$ cat src/rtl/ram_arb_2to1.sv
`default_nettype none
// ============================================================================
// Module      : ram_arb_2to1
// Description : Two-requester arbiter/sequencer in front of a single-port
//               RAM. Port 0 (CPU) and port 1 (DMA/peripheral) issue
//               single-beat read/write requests; one port is granted per
//               cycle with round-robin fairness and an optional bounded lock
//               tenure for short bursts. Read data is registered back to the
//               port that was granted.
// Ports       : clk, rst                     clock, synchronous active-high reset
//               pN_req/we/addr/wdata/lock    request side of port N (N = 0,1)
//               pN_gnt                       combinational grant (beat done this cycle)
//               pN_rvalid/rdata              registered read return
//               ram_en/we/addr/wdata         RAM pins (zero when nothing granted)
//               ram_rdata                    RAM read data, combinational from ram_addr
// Revision    : 1.0 - initial release
// ============================================================================
module ram_arb_2to1 #(
    parameter int AW       = 7,
    parameter int DW       = 8,
    parameter int MAX_LOCK = 4
) (
    input  logic          clk,
    input  logic          rst,
    input  logic          p0_req,
    input  logic          p0_we,
    input  logic [AW-1:0] p0_addr,
    input  logic [DW-1:0] p0_wdata,
    input  logic          p0_lock,
    output logic          p0_gnt,
    output logic          p0_rvalid,
    output logic [DW-1:0] p0_rdata,
    input  logic          p1_req,
    input  logic          p1_we,
    input  logic [AW-1:0] p1_addr,
    input  logic [DW-1:0] p1_wdata,
    input  logic          p1_lock,
    output logic          p1_gnt,
    output logic          p1_rvalid,
    output logic [DW-1:0] p1_rdata,
    output logic          ram_en,
    output logic          ram_we,
    output logic [AW-1:0] ram_addr,
    output logic [DW-1:0] ram_wdata,
    input  logic [DW-1:0] ram_rdata
);

    localparam int   c_cnt_w   = $clog2(MAX_LOCK + 1);
    localparam logic c_lock_en = (MAX_LOCK > 1);

    typedef enum logic [1:0] {
        S_IDLE  = 2'd0,
        S_LOCK0 = 2'd1,
        S_LOCK1 = 2'd2
    } state_t;

    state_t             r_state;
    logic               r_last;      // port granted most recently; the other wins a tie
    logic [c_cnt_w-1:0] r_lock_cnt;  // beats already granted in the current tenure

    logic w_arb_p0;
    logic w_arb_p1;
    logic w_gnt0;
    logic w_gnt1;
    logic w_cnt_room;

    // Plain round-robin pick between the two requesters.
    assign w_arb_p0 = p0_req & (~p1_req | r_last);
    assign w_arb_p1 = p1_req & (~p0_req | ~r_last);

    // Another beat fits in the tenure if the count after this beat stays below MAX_LOCK.
    assign w_cnt_room = ((32'(r_lock_cnt) + 32'd1) < 32'(MAX_LOCK));

    // Grants are purely combinational. A lock owner that stops requesting hands
    // the cycle straight to the other port so no idle bubble appears. Reset
    // suppresses every grant, which keeps a mid-burst write off the RAM.
    always_comb begin
        w_gnt0 = 1'b0;
        w_gnt1 = 1'b0;
        if (!rst) begin
            case (r_state)
                S_LOCK0: begin
                    w_gnt0 = p0_req;
                    w_gnt1 = ~p0_req & p1_req;
                end
                S_LOCK1: begin
                    w_gnt1 = p1_req;
                    w_gnt0 = ~p1_req & p0_req;
                end
                default: begin
                    w_gnt0 = w_arb_p0;
                    w_gnt1 = w_arb_p1;
                end
            endcase
        end
    end

    assign p0_gnt    = w_gnt0;
    assign p1_gnt    = w_gnt1;
    assign ram_en    = w_gnt0 | w_gnt1;
    assign ram_we    = (w_gnt0 & p0_we) | (w_gnt1 & p1_we);
    assign ram_addr  = w_gnt0 ? p0_addr  : (w_gnt1 ? p1_addr  : '0);
    assign ram_wdata = w_gnt0 ? p0_wdata : (w_gnt1 ? p1_wdata : '0);

    always_ff @(posedge clk) begin
        if (rst) begin
            r_state    <= S_IDLE;
            r_last     <= 1'b1;
            r_lock_cnt <= '0;
            p0_rvalid  <= 1'b0;
            p1_rvalid  <= 1'b0;
            p0_rdata   <= '0;
            p1_rdata   <= '0;
        end else begin
            // Read return: capture the RAM word at the edge that completes the read.
            p0_rvalid <= w_gnt0 & ~p0_we;
            p1_rvalid <= w_gnt1 & ~p1_we;
            if (w_gnt0 && !p0_we) begin
                p0_rdata <= ram_rdata;
            end
            if (w_gnt1 && !p1_we) begin
                p1_rdata <= ram_rdata;
            end

            if (w_gnt0 && r_state == S_LOCK0) begin
                // Continuing port 0 tenure.
                r_last <= 1'b0;
                if (p0_lock && w_cnt_room) begin
                    r_lock_cnt <= r_lock_cnt + c_cnt_w'(1);
                end else begin
                    r_state    <= S_IDLE;
                    r_lock_cnt <= '0;
                end
            end else if (w_gnt1 && r_state == S_LOCK1) begin
                // Continuing port 1 tenure.
                r_last <= 1'b1;
                if (p1_lock && w_cnt_room) begin
                    r_lock_cnt <= r_lock_cnt + c_cnt_w'(1);
                end else begin
                    r_state    <= S_IDLE;
                    r_lock_cnt <= '0;
                end
            end else if (w_gnt0) begin
                // Fresh grant: from idle, or a handover out of a port 1 tenure.
                r_last <= 1'b0;
                if (p0_lock && c_lock_en) begin
                    r_state    <= S_LOCK0;
                    r_lock_cnt <= c_cnt_w'(1);
                end else begin
                    r_state    <= S_IDLE;
                    r_lock_cnt <= '0;
                end
            end else if (w_gnt1) begin
                r_last <= 1'b1;
                if (p1_lock && c_lock_en) begin
                    r_state    <= S_LOCK1;
                    r_lock_cnt <= c_cnt_w'(1);
                end else begin
                    r_state    <= S_IDLE;
                    r_lock_cnt <= '0;
                end
            end else begin
                r_state    <= S_IDLE;
                r_lock_cnt <= '0;
            end
        end
    end

endmodule
`default_nettype wire

$ cat config.mk
export PLATFORM = sky130hd
export DESIGN_NAME = ram_arb_2to1
export DESIGN_NICKNAME = d
export VERILOG_FILES = /design/src/rtl/ram_arb_2to1.sv
export SDC_FILE = /design/constraint.sdc
export NUM_CORES = 1
export LEC_CHECK = 0
export ABC_CLOCK_PERIOD_IN_PS = 4300
export CAP_MARGIN = 15
export CELL_PAD_IN_SITES_DETAIL_PLACEMENT = 1
export CELL_PAD_IN_SITES_GLOBAL_PLACEMENT = 2
export CORE_ASPECT_RATIO = 1.2
export CORE_MARGIN = 2
export CORE_UTILIZATION = 20
export DETAILED_ROUTE_END_ITERATION = 12
export PLACE_DENSITY_LB_ADDON = 0.3
export SYNTH_ARGS = -nofsm -noshare
export SYNTH_HDL_FRONTEND = slang
export SYNTH_SLANG_ARGS = --single-unit
$ cat constraint.sdc
create_clock -name clk -period 4.3 [get_ports clk]
set_input_delay 0.645 -clock clk [delete_from_list [all_inputs] [get_ports clk]]
set_output_delay 0.645 -clock clk [all_outputs]
set_load 0.005 [all_outputs]
==> results of run 1 <==
-- cells in the mapped netlist (all sizes together) --
library cell,n,area (um^2)
a2111oi,1,8.76
a211o,1,8.76
a211oi,2,15.0
a21boi,1,7.51
a21oi,1,5.00
a22o,16,140
a311o,1,10.0
a31oi,1,12.5
and3b,1,8.76
buf,4,37.5
clkbuf,2,7.51
conb,1,3.75
dfxtp,24,480
ha,1,12.5
inv,12,45.0
mux2,4,52.6
mux2i,12,120
nand2b,17,109
nand3,2,10.0
nor2,1,3.75
nor2b,6,45.0
o21ai,2,10.0
o311ai,1,8.76
o31a,1,8.76
or2,2,15.0
or3,1,6.26
-- power by group --
part / total, mW / internal [mW] / leakage [nW] / switching (mW)
clock network: 0.199 / 0.124 / 0.0357 / 0.0742
logic: 0.143 / 0.0975 / 0.674 / 0.0451
registers: 0.242 / 0.234 / 0.197 / 0.00727
total: 0.583 / 0.456 / 0.907 / 0.127
-- cell type report --
cell class | instances | area [um^2] | share of cell area
Timing Repair Buffer | 83 | 828 | 0.386
Clock buffer | 3 | 41.3 | 0.0192
Sequential cell | 24 | 480 | 0.224
Tap cell | 80 | 100 | 0.0466
Clock inverter | 1 | 30.0 | 0.0140
Inverter | 12 | 45.0 | 0.0210
Multi-Input combinational cell | 76 | 622 | 0.290
-- registers in the layout, indices dropped and copies added (netlist names) --
register,cells
p1_rvalid,1
r_last,1
p0_rdata,8
r_lock_cnt,3
p0_rvalid,1
p1_rdata,8
r_state,2
-- worst max-delay path by stage --
stage               from           end  slack (ns)  cells past startpoint
floorplan            rst   ram_addr[1]        2.18                      4
global placement     rst   ram_addr[2]        0.77                      6
detailed placement   rst        ram_we        0.74                      6
CTS                  rst  ram_wdata[4]        0.73                      6
global route         rst        ram_we        0.63                      6
finish               rst        ram_we        0.81                      6
-- metrics by stage --
step / std cells / util
2_1_floorplan: 118 / -
3_3_place_gp: 275 / 0.364
3_5_place_dp: 275 / 0.364
4_1_cts: 279 / 0.376
5_1_grt: 279 / 0.376
6_report: 279 / 0.376
-- worst register-to-register path, cell delays in order (launching register included) --
cell,delay [ns]
dfxtp_1,0.32
nand2b_1,0.21
a211oi_1,0.32
or3_1,0.48
mux2_2,0.39
-- kinds of logic after synthesis --
group | count (synthesis) | synth area share
buffers and inverters | 18 | 0.0755
AOI/OAI and AO/OA | 28 | 0.197
DFF | 24 | 0.403
adders and majority gates | 1 | 0.0105
muxes | 16 | 0.145
other | 1 | 0.00314
and+or+nand+nor | 30 | 0.166
-- metal layers --
metal  vias up  GRT usage  routed length [um]
met2        65      0.235                1950
met1       570      0.121                1540
met5         -          0                   0
met3         2     0.0285                 402
li1        572          -                   -
met4         0     0.0292                  17
==> reports/qor.csv, run 1 <==
metric,value,unit
status,"complete, no violations",
setup_slack,0.807,ns
cpMostUsedCell,clkdlybuf4s50_1,
grt_usage,0.118,
stdcell_area,2150,um^2
die_w,74.5,um
rows,30,
fin_setup_tns,0,ns
p_leak,0.907,nW
fillCellCount,657,
wire_per_inst,14.0,um
postSynthCellCount,118,
post-dp-hpwl,3.10,mm
synth_area,1190,um^2
overflow,0,
path_class,in -> out,
hold_slack,0.489,ns
dr.pass1.iters,2,
totalWireLength,3.91,mm
cts.sinks,24,
cpPeakStageDelay,0.67,ns
hold_violations,0,
clk_pin_slew,0.09,ns
place_ws,0.738,ns
core,5710,um^2
hp-start,p0_rdata[0],
drt_iter0_drc,6,
post_dp_cell_area,2080,um^2
maxCapViolCount,0,
pin_count,83,
cts-root-buf,clkbuf_8,
power.density,271,nW/um^2
gp_congestion,0.695,
grt_pass1_wl,6.15,mm
final_nets,247,
clock_skew,0.00218,ns
die_y,88.6,um
maxSlewHeadroom,0.441,
numCtsBuffers,3,
layout_commonest_cell,clkdlybuf4s50_1,
grt_antenna_before_repair,0,
syn_avg_cell_area,10.1,um^2
path_delay_family,buffers and inverters,
grt_max_degree,23,
synth.yosys.warnings,0,
vias_per_cell,4.33,
clock.fmax,0.286,GHz
area_growth,80.1,%
num_antenna_cells,0,
cts.path.max_buffers,2,
cp.required,3.65,ns
final-max-slew-violation-count,0,
ff2ff_path_depth,4,
tritoncts,yes,
setup_viol,0,
r2r-start,r_state[0],
synth.ff_latch_count,24,
worstReg2RegEnd,p0_rdata[7],
ctsResizeCount,0,
drive_gt1_frac,0.0754,
whs_endpoint,p0_rdata[0],
final_cell_mix,"clkdlybuf4s50_1, dfxtp_1, nand2b_1, a22o_1, mux2i_1",
cp-end-kind,output pin,
whs_path_depth,2,
r2r_setup_slack,2.47,ns
power,0.583,mW
port_buffers,82,
crit_chain,clkdlybuf4s50_1 -> buf_4 -> nand2b_1 -> a31oi_2 -> a22o_1 -> clkdlybuf4s50_1,
grt_setup_unrepaired,false,
synth_cell_types,32,
ys_seq_area_frac,0.403,
worstMarginPinSlew,0.836,ns
cp_slowest_cell,a31oi_2,
crit_path_max_fanout,22,
finalCriticalPeriod,3.49,ns
drc_errors,0,
critPathLaunchType,input port,
synth_nets,165,
cts_setup_buffers,0,
vdd_drop_max,0.000130,V
crit_arrival,2.85,ns
die_area,6600,um^2
holdBufCountCts,0,
start_util,0.209,
antenna_left,0,
fin_crit_sh,0.812,
grt_pass1_vias,1337,
clk_latency,0.26,ns
hp-class,reg -> reg,
path_buf_inv,3,
h-tree-depth,1,
vias,1209,
Note: power is estimated with default switching activity, not from simulation.
==> run 2: changes to the inputs <==
Settings changed: ABC_CLOCK_PERIOD_IN_PS 4300 to 3500, CORE_UTILIZATION 20 to 19.
Clock period 4.3 ns to 3.5 ns, I/O delays scaled along.
==> run 2 against run 1 <==
Net effect: global-route usage shrank 0.20 points; routed wire length grew 1.7%; via count shrank 1.5%.
==> reports/qor.csv, run 2 (synthesis gave the netlist of run 1 again) <==
metric,value,unit
status,"complete, no violations",
die_y,90.8,um
layoutNonFillerInstCount,281,
r2r_setup_slack,1.66,ns
num_antenna_cells,0,
layout_commonest_cell,clkdlybuf4s50_1,
drc_errors,0,
worstMarginPinSlew,0.659,ns
vias_per_cell,4.24,
top_regs,"p0_rdata: 8 flops, p1_rdata: 8 flops, r_lock_cnt: 3 flops",
power.density,297,nW/um^2
cts_setup_buffers,0,
final_cell_mix,"clkdlybuf4s50_1, dfxtp_1, nand2b_1, a22o_1, mux2i_1",
fin_crit_sh,0.844,
pin_count,83,
clock_skew,0.00564,ns
drt_iter0_drc,35,
dr.pass1.iters,4,
post-dp-hpwl,3.19,mm
maxSlewHeadroom,0.560,
gp_congestion,0.784,
sw_frac_of_total,0.231,
grt_pass1_vias,1342,
switchingPower,0.146,mW
whs_endpoint,p0_rdata[4],
wire_per_inst,14.2,um
antenna_left,0,
clk_pin_slew,0.08,ns
numCtsBuffers,3,
cts-root-buf,clkbuf_8,
worstReg2RegEnd,p0_rdata[6],
ctsResizeCount,0,
vias,1191,
area_growth,78.4,%
holdBufCountCts,0,
place_ws,0.537,ns
hp-class,reg -> reg,
totalWireLength,3.98,mm
combPwrFrac,0.281,
stdcell_area,2130,um^2
grt_usage,0.116,
whs_path_depth,2,
drive_gt1_frac,0.0754,
intPower,0.485,mW
p_leak,0.898,nW
grt_pass1_wl,6.60,mm
overflow,0,
grt_setup_unrepaired,false,
post_dp_cell_area,2090,um^2
setup_slack,0.546,ns
cts.path.max_buffers,2,
core,6050,um^2
vdd_drop_max,0.000174,V
grt_max_degree,21,
cts.sinks,24,
final-max-slew-violation-count,0,
grt_antenna_before_repair,0,
finalCriticalPeriod,2.95,ns
crit_path_max_fanout,18,
ff2ff_path_depth,4,
final_nets,248,
tritoncts,yes,
power,0.631,mW
start_util,0.197,
hp-start,p0_rdata[4],
die_w,76.3,um
port_buffers,82,
fin_setup_tns,0,ns
clkPwrFrac,0.249,
clk_latency,0.26,ns
die_area,6930,um^2
crit_arrival,2.43,ns
cp-end-kind,output pin,
hold_slack,0.478,ns
dp_cells,278,
fillCellCount,716,
rows,31,
r2r-start,r_state[1],
cp.required,2.97,ns
clock.fmax,0.338,GHz
hold_violations,0,
critPathLaunchType,input port,
power_frac_seq,0.470,
cp-startpoint,p1_req,
utilization,0.352,
setup_viol,0,
maxCapViolCount,0,
path_class,in -> out,
h-tree-depth,1,
==> run 2: cell count changes in the layout (fill, tap and decap cells not counted), sizes merged <==
cell,before,now
bufinv,1,0
buf,1,2
==> run 2: worst max-delay path: stages <==
cell and delay [ns]:
clkdlybuf4s50_1 0.51, inv_1 0.05, a211oi_1 0.21, nand2b_2 0.21, inv_2 0.14, or2_2 0.32
clkdlybuf4s50_1 0.46
==> run 2: worst max path at each step <==
stage / endpoint
final: ram_en
after floorplan: ram_addr[1]
after CTS: ram_en
after global routing: ram_en
after detailed placement: ram_en
after global placement: ram_en
==> run 2: area by class of cell <==
type                            count  area [um^2]  area share
Clock buffer                        3         41.3      0.0194
Inverter                           12         45.0      0.0212
Tap cell                           82          103      0.0482
Multi-Input combinational cell     76          622       0.292
Timing Repair Buffer               84          836       0.393
Sequential cell                    24          480       0.226
==> run 2: power groups by stage <==
stage	logic (mW)	clock network, mW	registers [mW]
floorplan	0.0620	0	0.303
global placement	0.176	0	0.302
detailed placement	0.180	0	0.303
CTS	0.181	0.165	0.297
global route	0.192	0.174	0.298
finish	0.177	0.157	0.296
==> run 2: layer usage <==
layer | GRT usage | part of all wire
met1 | 0.119 | 0.39
met2 | 0.226 | 0.52
met3 | 0.0340 | 0.075
met4 | 0.0303 | 0.014
met5 | 0 | 0
==> run 3: changes to the inputs <==
Settings changed: ABC_CLOCK_PERIOD_IN_PS 3500 to 2550, CORE_UTILIZATION 19 to 17.
Clock period 3.5 ns to 2.55 ns, I/O delays scaled along.
==> run 3 against run 2 <==
Net effect: global-route usage down 1.8 points; register-to-register slack worse by 0.89 ns; first-iteration DRC count fell by 54%; critical endpoint unchanged; highest routed layer is now met3.
==> reports/qor.csv, run 3 (synthesis gave the netlist of run 1 again) <==
metric,value,unit
drive_gt1_frac,0.122,
crit_arrival,2.06,ns
post-dp-hpwl,2.98,mm
path_delay_family,simple AND/OR/NAND/NOR gates,
grt_pass1_wl,6.01,mm
wire_per_inst,13.2,um
clk_pin_slew,0.09,ns
tritoncts,yes,
status,"complete, no violations",
maxCapViolCount,0,
clk_latency,0.26,ns
core,6810,um^2
grt_antenna_before_repair,0,
vias_per_cell,4.09,
drt_iter0_drc,16,
crit_chain,nand2b_4 -> a211oi_2 -> nand2b_4 -> inv_4 -> or2_2 -> clkdlybuf4s50_1,
rows,33,
die_area,7700,um^2
fin_crit_sh,0.958,
hp-start,p0_rdata[2],
cpMostUsedCell,nand2b_4,
whs_path_depth,2,
place_ws,-0.0404,ns
grt_usage,0.0983,
utilization,0.331,
clock.fmax,0.409,GHz
die_y,95.7,um
numCtsBuffers,3,
num_antenna_cells,0,
gp_congestion,0.649,
cts.sinks,24,
setup_slack,0.107,ns
cp_num_cells,6,
regArea,480,um^2
overflow,0,
finalCriticalPeriod,2.44,ns
cts-root-buf,clkbuf_8,
worstMarginPinSlew,0.659,ns
cpPeakStageDelay,0.44,ns
top_regs,"p0_rdata: 8 flops, p1_rdata: 8 flops, r_lock_cnt: 3 flops",
critPathLaunchType,flip-flop,
die_w,80.5,um
maxSlewHeadroom,0.561,
path_class,reg -> out,
cp-startpoint,r_state[1],
power,0.997,mW
final_nets,253,
start_util,0.175,
vdd_drop_max,0.000194,V
area_growth,89.1,%
layout_commonest_cell,clkdlybuf4s50_1,
totalWireLength,3.86,mm
antenna_left,0,
cp.required,2.17,ns
multi_input_area,658,um^2
power.density,442,nW/um^2
crit_path_max_fanout,18,
h-tree-depth,1,
pin_count,83,
setup_viol,0,
hp-class,reg -> reg,
p_leak,0.960,nW
drc_errors,0,
port_buffers,82,
cp-end-kind,output pin,
dr.pass1.iters,2,
clock_skew,0.00123,ns
grt_setup_unrepaired,false,
holdBufCountCts,0,
ff2ff_path_depth,4,
r2r-start,r_state[1],
cp_slowest_cell,clkdlybuf4s50_1,
fillCellCount,781,
vias,1195,
grt_pass1_vias,1278,
hold_violations,0,
path_buf_inv,2,
final_cell_mix,"clkdlybuf4s50_1, dfxtp_1, a22o_1",
final-max-slew-violation-count,0,
grt_max_degree,20,
cts.path.max_buffers,2,
run 3: through the flow:
step	hold WS [ns]	setup TNS, ns	area [um^2]	cells
5_1_grt	0.509	0	2250	292
3_3_place_gp	0.461	-0.0138	2130	287
2_1_floorplan	0.468	0	1190	118
4_1_cts	0.489	0	2220	291
6_report	0.480	0	2250	292
3_5_place_dp	0.470	-0.0407	2130	287
run 3: repair_timing:
action / CTS / global route
endpoints found under the setup margin: 6 / 10
setup buffers: 0 / 1
resized for setup: 3 / 5
run 3: worst register-to-register path: cells and delay by family (launching register included):
kind,cells,cell delay [ns]
multiplexers,1,0.38
AO/OA/AOI/OAI,1,0.54
AND/OR/NAND/NOR,2,0.33
flip-flops,1,0.43
run 3: cell type report:
cell class | instances | area share
clock buffer | 3 | 0.0183
clock inverter | 1 | 0.0133
inverter | 12 | 0.0211
multi-input combinational | 76 | 0.292
sequential | 24 | 0.213
tap | 87 | 0.0483
timing repair buffer | 89 | 0.394
run 3: final timing paths:
kind,slack (ns),end
hold / removal,0.48,p0_rdata[2]
setup / recovery,0.11,ram_en
setup reg to reg,0.77,p1_rdata[6]
hold reg to reg,0.48,p0_rdata[2]
run 3: metal layers:
| layer | up-vias | GRT usage | share of wire |
|---|---|---|---|
| met4 | 0 | 0.0169 | 0 |
| met2 | 74 | 0.179 | 0.45 |
| met3 | 0 | 0.0356 | 0.15 |
| met1 | 532 | 0.111 | 0.40 |
| li1 | 589 | - | - |
| met5 | - | 0 | 0 |
run 3: power breakdown:
group | switching, mW | leakage [nW] | internal (mW)
clock | 0.122 | 0.0357 | 0.210
combinational | 0.0809 | 0.728 | 0.177
sequential | 0.0121 | 0.197 | 0.395
